File: config.mk
export PLATFORM = sky130hd
export DESIGN_NAME = mux_rr_arbiter
export DESIGN_NICKNAME = d
export VERILOG_FILES = /design/src/rtl/mux_arb_pkg.sv /design/src/rtl/rr_pick.sv /design/src/rtl/mux_rr_arbiter.sv
export SDC_FILE = /design/constraint.sdc
export NUM_CORES = 1
export LEC_CHECK = 0
export CAP_MARGIN = 30
export CORE_UTILIZATION = 34
export DETAILED_ROUTE_END_ITERATION = 12
export HOLD_SLACK_MARGIN = 0.12
export PLACE_DENSITY = 0.67
export SETUP_SLACK_MARGIN = 0.4
export SYNTH_ARGS = -nofsm -noshare
export SYNTH_HDL_FRONTEND = slang
export SYNTH_SLANG_ARGS = --single-unit
File: constraint.sdc
create_clock -name clk -period 4.2 [get_ports clk]
set_clock_uncertainty 0.1 [all_clocks]
set_input_delay 0.84 -clock clk [delete_from_list [all_inputs] [get_ports clk]]
set_output_delay 0.84 -clock clk [all_outputs]
set_load 0.03 [all_outputs]
File: src/rtl/mux_arb_pkg.sv
// Shared constants, FSM encoding and helpers for the round-robin mux arbiter.
package mux_arb_pkg;

  localparam int unsigned N     = 8;
  localparam int unsigned SEL_W = 3;

  typedef enum logic {
    IDLE  = 1'b0,
    GRANT = 1'b1
  } state_t;

  function automatic logic [N-1:0] onehot(input logic [SEL_W-1:0] idx);
    return N'(1) << idx;
  endfunction

endpackage

File: src/rtl/rr_pick.sv
// Rotating priority pick: first set request scanning from start, wrapping mod N.
module rr_pick
  import mux_arb_pkg::*;
(
  input  logic [N-1:0]     req,
  input  logic [SEL_W-1:0] start,
  output logic             found,
  output logic [SEL_W-1:0] idx
);

  logic [2*N-1:0]   dbl;
  logic [N-1:0]     rot;
  logic [SEL_W-1:0] off;

  // Rotate so start lands at bit 0, take the lowest set bit, then undo the rotation.
  always_comb begin
    dbl = {req, req} >> start;
    rot = dbl[N-1:0];
    off = '0;
    for (int i = N - 1; i >= 0; i--) begin
      if (rot[i]) off = SEL_W'(i);
    end
    found = |req;
    idx   = start + off;
  end

endmodule

File: src/rtl/mux_rr_arbiter.sv
// Round-robin owner selection for a shared 8:1 mux with bounded bursts and
// zero-bubble handover between owners.
module mux_rr_arbiter
  import mux_arb_pkg::*;
#(
  parameter int unsigned MAX_HOLD = 4
) (
  input  logic             clk,
  input  logic             reset,
  input  logic [N-1:0]     req,
  input  logic             ready,
  output logic [SEL_W-1:0] sel,
  output logic [N-1:0]     grant,
  output logic             valid,
  output logic [3:0]       hold_cnt
);

  state_t           state_q, state_d;
  logic [SEL_W-1:0] ptr_q, ptr_d;
  logic [SEL_W-1:0] sel_d;
  logic [N-1:0]     grant_d;
  logic             valid_d;
  logic [3:0]       hold_d;

  logic             owner_req_c;
  logic             xfer_c;
  logic             last_c;
  logic             release_c;
  logic [SEL_W-1:0] pick_start_c;
  logic             pick_found_c;
  logic [SEL_W-1:0] pick_idx_c;

  assign owner_req_c  = req[sel];
  assign xfer_c       = valid & ready & owner_req_c;
  assign last_c       = (hold_cnt == 4'(MAX_HOLD - 1));
  assign release_c    = ~owner_req_c | (xfer_c & last_c);
  // On release the scan starts just past the owner; its own bit stays in as last priority.
  assign pick_start_c = (state_q == GRANT) ? (sel + SEL_W'(1)) : ptr_q;

  rr_pick u_pick (
    .req   (req),
    .start (pick_start_c),
    .found (pick_found_c),
    .idx   (pick_idx_c)
  );

  always_ff @(posedge clk) begin
    if (reset) state_q <= IDLE;
    else       state_q <= state_d;
  end

  always_comb begin
    state_d = state_q;
    case (state_q)
      IDLE:    if (pick_found_c) state_d = GRANT;
      GRANT:   if (release_c && !pick_found_c) state_d = IDLE;
      default: state_d = IDLE;
    endcase
  end

  always_comb begin
    sel_d   = sel;
    grant_d = grant;
    valid_d = valid;
    hold_d  = hold_cnt;
    ptr_d   = ptr_q;
    case (state_q)
      IDLE: begin
        sel_d   = pick_found_c ? pick_idx_c : '0;
        grant_d = pick_found_c ? onehot(pick_idx_c) : '0;
        valid_d = pick_found_c;
        hold_d  = '0;
      end
      GRANT: begin
        if (release_c) begin
          ptr_d   = sel + SEL_W'(1);
          sel_d   = pick_found_c ? pick_idx_c : '0;
          grant_d = pick_found_c ? onehot(pick_idx_c) : '0;
          valid_d = pick_found_c;
          hold_d  = '0;
        end else if (xfer_c) begin
          hold_d = hold_cnt + 4'd1;
        end
      end
      default: begin
        sel_d   = '0;
        grant_d = '0;
        valid_d = 1'b0;
        hold_d  = '0;
      end
    endcase
  end

  always_ff @(posedge clk) begin
    if (reset) begin
      ptr_q    <= '0;
      sel      <= '0;
      grant    <= '0;
      valid    <= 1'b0;
      hold_cnt <= '0;
    end else begin
      ptr_q    <= ptr_d;
      sel      <= sel_d;
      grant    <= grant_d;
      valid    <= valid_d;
      hold_cnt <= hold_d;
    end
  end

endmodule

# Yosys cells after proc, flatten, opt, wreduce, memory -nomap -nowiden
# Index checks and enable logic that the tools add are counted.
# word_totals
word_cells	50
reg_bits	20
output_inout_bits	16
# op_classes
n_addsub	3
n_mux	25
bitwise	6
n_eq_ne	3
order_cmp	1
reduce_logical	4
shift	2
# op_table
operator	n
$mux W3	11
$mux W8	2
$pmux W8 S2	1
$shr A16 B3 Y8	1
$mux W4	2
$pmux W4 S2	1
$reduce_or A8 Y1	1
$shl A1 B3 Y8 const A	1
$pmux W3 S2	1
$add A4 B1 Y4 const B	1
$eq A4 B2 Y1 const B	1
$lt A3 B4 Y1 const B	1
$mux W1	4
$pmux W1 S2	2
$add A3 B1 Y3 const B	1
$add A3 B3 Y3	1
$and A1 B1 Y1	3
$bmux W1 S3	1
$ne A3 B1 Y1 const B	1
$ne A2 B1 Y1 const B	1
$not A1 Y1	2
$reduce_and A2 Y1	1
$logic_and A1 B1 Y1	1
$logic_not A1 Y1	1
$or A1 B1 Y1	1

# Logic depth before layout (Yosys ltp)
# logic_depth
depth_word	16
ltp_mapped	14
mapped_depth_nobuf	12

# Cells and area by module
# Synthesis repeated with hierarchy kept, for this count alone.
# unflattened
hier_cells	183
area_unflattened_um2	1666.6
# by_module_without_submodules
module	seq_area_each_um2	cells_each	instances	area_per_inst_um2
mux_rr_arbiter	400.4	133	1	1147.4
rr_pick	0.0	50	1	519.2

# Least setup slack after synthesis
# Ideal clock, no wire load.
# synth_timing
path_kind	reg2reg
startpoint	reg sel[0]
endpoint	reg grant[4]
arrival_ns	3.474
synth_period_minus_slack_ns	3.675
path_stages_with_launch	15
setup_time_ns	0.101
slack_ns	0.525
cell_sequence	dfxtp_1 -> ha_1 -> xnor2_2 -> a21o_1 -> buf_6 -> buf_6 -> mux2i_4 -> o211ai_1 -> a31o_1 -> a41o_1 -> nand2b_1 -> fa_1 -> xor2_1 -> xor2_1 -> o41ai_1
# synth_via
elab_chain_cells	16
# synth_rtl
element	line	rtl
from (decl)	mux_rr_arbiter.sv:12	output logic [SEL_W-1:0] sel,
from (signal assigned)	mux_rr_arbiter.sv:103	sel <= sel_d;
$add A3 B1 Y3	mux_rr_arbiter.sv:38	assign pick_start_c = (state_q == GRANT) ? (sel + SEL_W'(1)) : ptr_q;
$mux W3	mux_rr_arbiter.sv:38	
$shr A16 B3 Y8	rr_pick.sv:17	dbl = {req, req} >> start;
$mux W3 (8 in series)	rr_pick.sv:21	if (rot[i]) off = SEL_W'(i);
$add A3 B3 Y3	rr_pick.sv:24	idx = start + off;
$shl A1 B3 Y8	mux_arb_pkg.sv:13	return N'(1) << idx;
$mux W8	mux_rr_arbiter.sv:70, mux_rr_arbiter.sv:78	
$mux W8	mux_rr_arbiter.sv:75	if (release_c) begin
$pmux W8 S2	mux_rr_arbiter.sv:67	case (state_q)
to (signal assigned)	mux_rr_arbiter.sv:104	grant <= grant_d;
to (decl)	mux_rr_arbiter.sv:13	output logic [N-1:0] grant,
# Parallel ways exist; a longest one is shown, timed or not. The select of a mux whose other input is x is not followed.
# A chain may end at the register's enable or synchronous reset.

# Worst setup path in the final report
# layout_timing
startpoint	in req[2]
endpoint	reg grant[7]
# layout_via
elab_chain_cells	14
# layout_rtl
element	line	rtl
from (decl)	mux_rr_arbiter.sv:10	input logic [N-1:0] req,
$shr A16 B3 Y8	rr_pick.sv:17	
$mux W3 (8 in series)	rr_pick.sv:21	
$add A3 B3 Y3	rr_pick.sv:24	
$shl A1 B3 Y8	mux_arb_pkg.sv:13	
$mux W8	mux_rr_arbiter.sv:70, mux_rr_arbiter.sv:78	
$mux W8	mux_rr_arbiter.sv:75	
$pmux W8 S2	mux_rr_arbiter.sv:67	
# Parallel ways exist; a longest one is shown, timed or not. The select of a mux whose other input is x is not followed.

==> results_dict.tcl <==
set metrics [dict create \
    worstPathMaxFanout 4 \
    syn_to_final_growth_pct 27.89 \
    worstSetupEndpointType "flop" \
    max-cap-violations 0 \
    place_hpwl_um 2877 \
    syn_avg_cell_area_um2 8.332 \
    slew_headroom 0.5916 \
    globalplace.congestion 0.8435 \
    die_w_um 68.79 \
    fmax_mhz 273.1 \
    fin_hold_ws_ps 361.6 \
    ioPinCount 27 \
    cts_sinks 20 \
    worstPathRequired_ps 4300 \
    synth_edf_count 0 \
    num_vias 1487 \
    grt_pass1_vias 1344 \
    die_height_um 68.79 \
    path_clk_slew_ps 70 \
    synth-compound-area-share 0.3003 \
    crit_chain "clkdlybuf4s50_1, o21ai_0, a21oi_1, a21oi_1, or3_1, a32o_1, a41o_1, nand2b_1, fa_2, xor2_2, xnor2_1, a32o_1" \
    hold_path.class "flop to flop" \
    grt_max_degree 17 \
    status "complete, no violations" \
    nNetsFinal 230 \
    cts_made_buffers 3 \
    drt_first_pass_iters 4 \
    core_um2 4144 \
    synth-xor-area-share 0.04538 \
    post-route-drc-count 0 \
    cp.arrival_ps 3760 \
    ys_ff_latch 20 \
    synth_top_family_by_area "compound AO/OA/AOI/OAI gates" \
    initial_utilization 0.3659 \
    ant_nets 0 \
    rsz0062_at_grt "yes" \
    clk_latency_ps 260 \
    ys.flop_type "dfxtp_1" \
    clockBufferDepth 2 \
    final_common_cell "clkdlybuf4s50_1" \
    syn_area_um2 1516 \
    syn_inst 182 \
    drt_wl_total_um 3691 \
    cp_slowest_cell "clkdlybuf4s50_1" \
    final_hold_viol_count 0 \
    synth_top_area_frac 0.2640 \
    grt_pass1_wl_um 6154 \
    layout_common_cells "clkdlybuf4s50_1, nor2_1, dfxtp_1" \
    drt_iter0_drc 103 \
    cts-hold-fix-buffers 0 \
    power.density_nw_per_um2 621.4 \
    track_usage 0.1715 \
    yosysWarningCount 0 \
    cts-htree-levels 1 \
    synth.top_cells.by_area "dfxtp_1, mux2i_1, nor2_1" \
    critical_path_class "input pin to flop" \
    final_max_slew_viol_count 0 \
    antenna_cells 0 \
    p_leak_nw 0.7350 \
    async_reset_ff_frac 0 \
    ys_seq_area_frac 0.2640 \
    rows 23 \
    cp-start-kind "input pin" \
    cts_tree "done" \
    drive_above_1_share 0.1542 \
    synth_top_area_cell "dfxtp_1" \
    utilization 0.4680 \
    antenna_found_initial 0 \
    finalSetupViolations 0 \
    post-route-period-util 0.8719 \
    vias_per_cell 5.633 \
    root_buffer "clkbuf_8" \
    muxShareOfSynthArea 0.1279 \
    synth-adder-area-share 0.02970 \
    die_area_um2 4731 \
    wire_per_inst_um 13.98 \
    io_buffers 26 \
    synth_simple_gate_area_frac 0.1749 \
    tightest_slew_ps 610.3 \
    p_total_w 0.001205 \
    fin_crit_ps 3662 \
    synth_cell_types 48 \
    final.setup.tns_ps 0 \
    cp_slowest_stage_delay_ps 480 \
    fill_cells 430 \
    grt-ovfl-total 0 \
    irDropWorstVdd_mv 0.2689 \
    synth_nets 196 \
]
-- critical path, delay by kind of cell --
kind / cells / cell delay (ps)
adders and majority gates: 1 / 360
and+or+nand+nor: 2 / 480
AOI/OAI and AO/OA: 6 / 1040
xor gates and xnor gates: 2 / 560
buffers and inverters: 1 / 480
-- power by group --
group / switching, W / leakage (nW) / internal [W]
logic: 0.000463 / 0.550 / 0.000346
registers: 0.0000308 / 0.163 / 0.000241
clock network: 0.0000608 / 0.0216 / 0.0000639
total: 0.000555 / 0.735 / 0.000650
-- final cells by class --
cell class / instances / area [µm²] / share of cell area
clock buffers: 3 / 41.29 / 0.02129
inverters: 4 / 15.01 / 0.007742
multi-input cells: 146 / 1047 / 0.5400
flip-flops and latches: 20 / 400.4 / 0.2065
well taps: 50 / 62.56 / 0.03226
repair buffers: 41 / 372.9 / 0.1923
-- worst paths after layout --
path	startpoint	endpoint	slack [ps]	cells past startpoint
worst max register to register	sel[0]$_SDFFE_PP0P_	grant[7]$_SDFFE_PP0P_	620	13
worst min register to register	grant[2]$_SDFFE_PP0P_	grant[2]$_SDFFE_PP0P_	360	2
worst max-delay path	req[2]	grant[7]$_SDFFE_PP0P_	540	12
worst min-delay path	grant[2]$_SDFFE_PP0P_	grant[2]$_SDFFE_PP0P_	360	2
-- metrics by stage --
stage	setup slack [ps]	instances	area, µm²
floorplan	525.5	182	1516
global placement	248.4	261	1879
detailed placement	199.1	261	1879
CTS	438.2	264	1921
global route	393.1	264	1939
finish	537.9	264	1939
-- logic make-up after synthesis --
kind of cell	Yosys count
compound gates	63
simple gates	58
flops	20
buf+inv	16
mux	15
xor+xnor	7
fa+ha+maj	3
-- repair_timing --
item,4_1_cts,5_1_grt
buffers inserted,0,0
setup endpoints to repair,0,9
resized for setup,0,4
-- state kept, by name, summed over array words and instances, names as in the netlist --
signal and count:
grant 8, valid 1, sel 3, ptr_q 3, state_q 1, hold_cnt 4
-- Yosys cell counts, types with 2 or more instances --
cell / instances
ha_1: 2
nand2_1: 14
a21o_1: 4
xor2_1: 4
clkbuf_1: 4
o21ai_0: 5
a32o_1: 6
mux2i_1: 9
inv_1: 4
nand4_1: 2
mux4_2: 2
o21a_1: 3
nand3_1: 3
o311ai_0: 2
nor2b_1: 5
or4_1: 2
buf_6: 3
or2_2: 2
a211oi_1: 7
dfxtp_1: 20
nor2_1: 23
buf_2: 4
a211o_1: 2
o21ai_1: 3
o41ai_1: 4
xnor2_1: 2
nand2b_1: 3
nor3_1: 3
a21oi_1: 16
-- per-layer routing --
metal,GRT usage,share of wire,up-vias
met3,0.03618,0.042,2
met2,0.2831,0.49,41
li1,-,-,747
met1,0.2334,0.46,697
met4,0.02551,0.0035,0
met5,0,0,-
(Power assumes the default switching activity.)
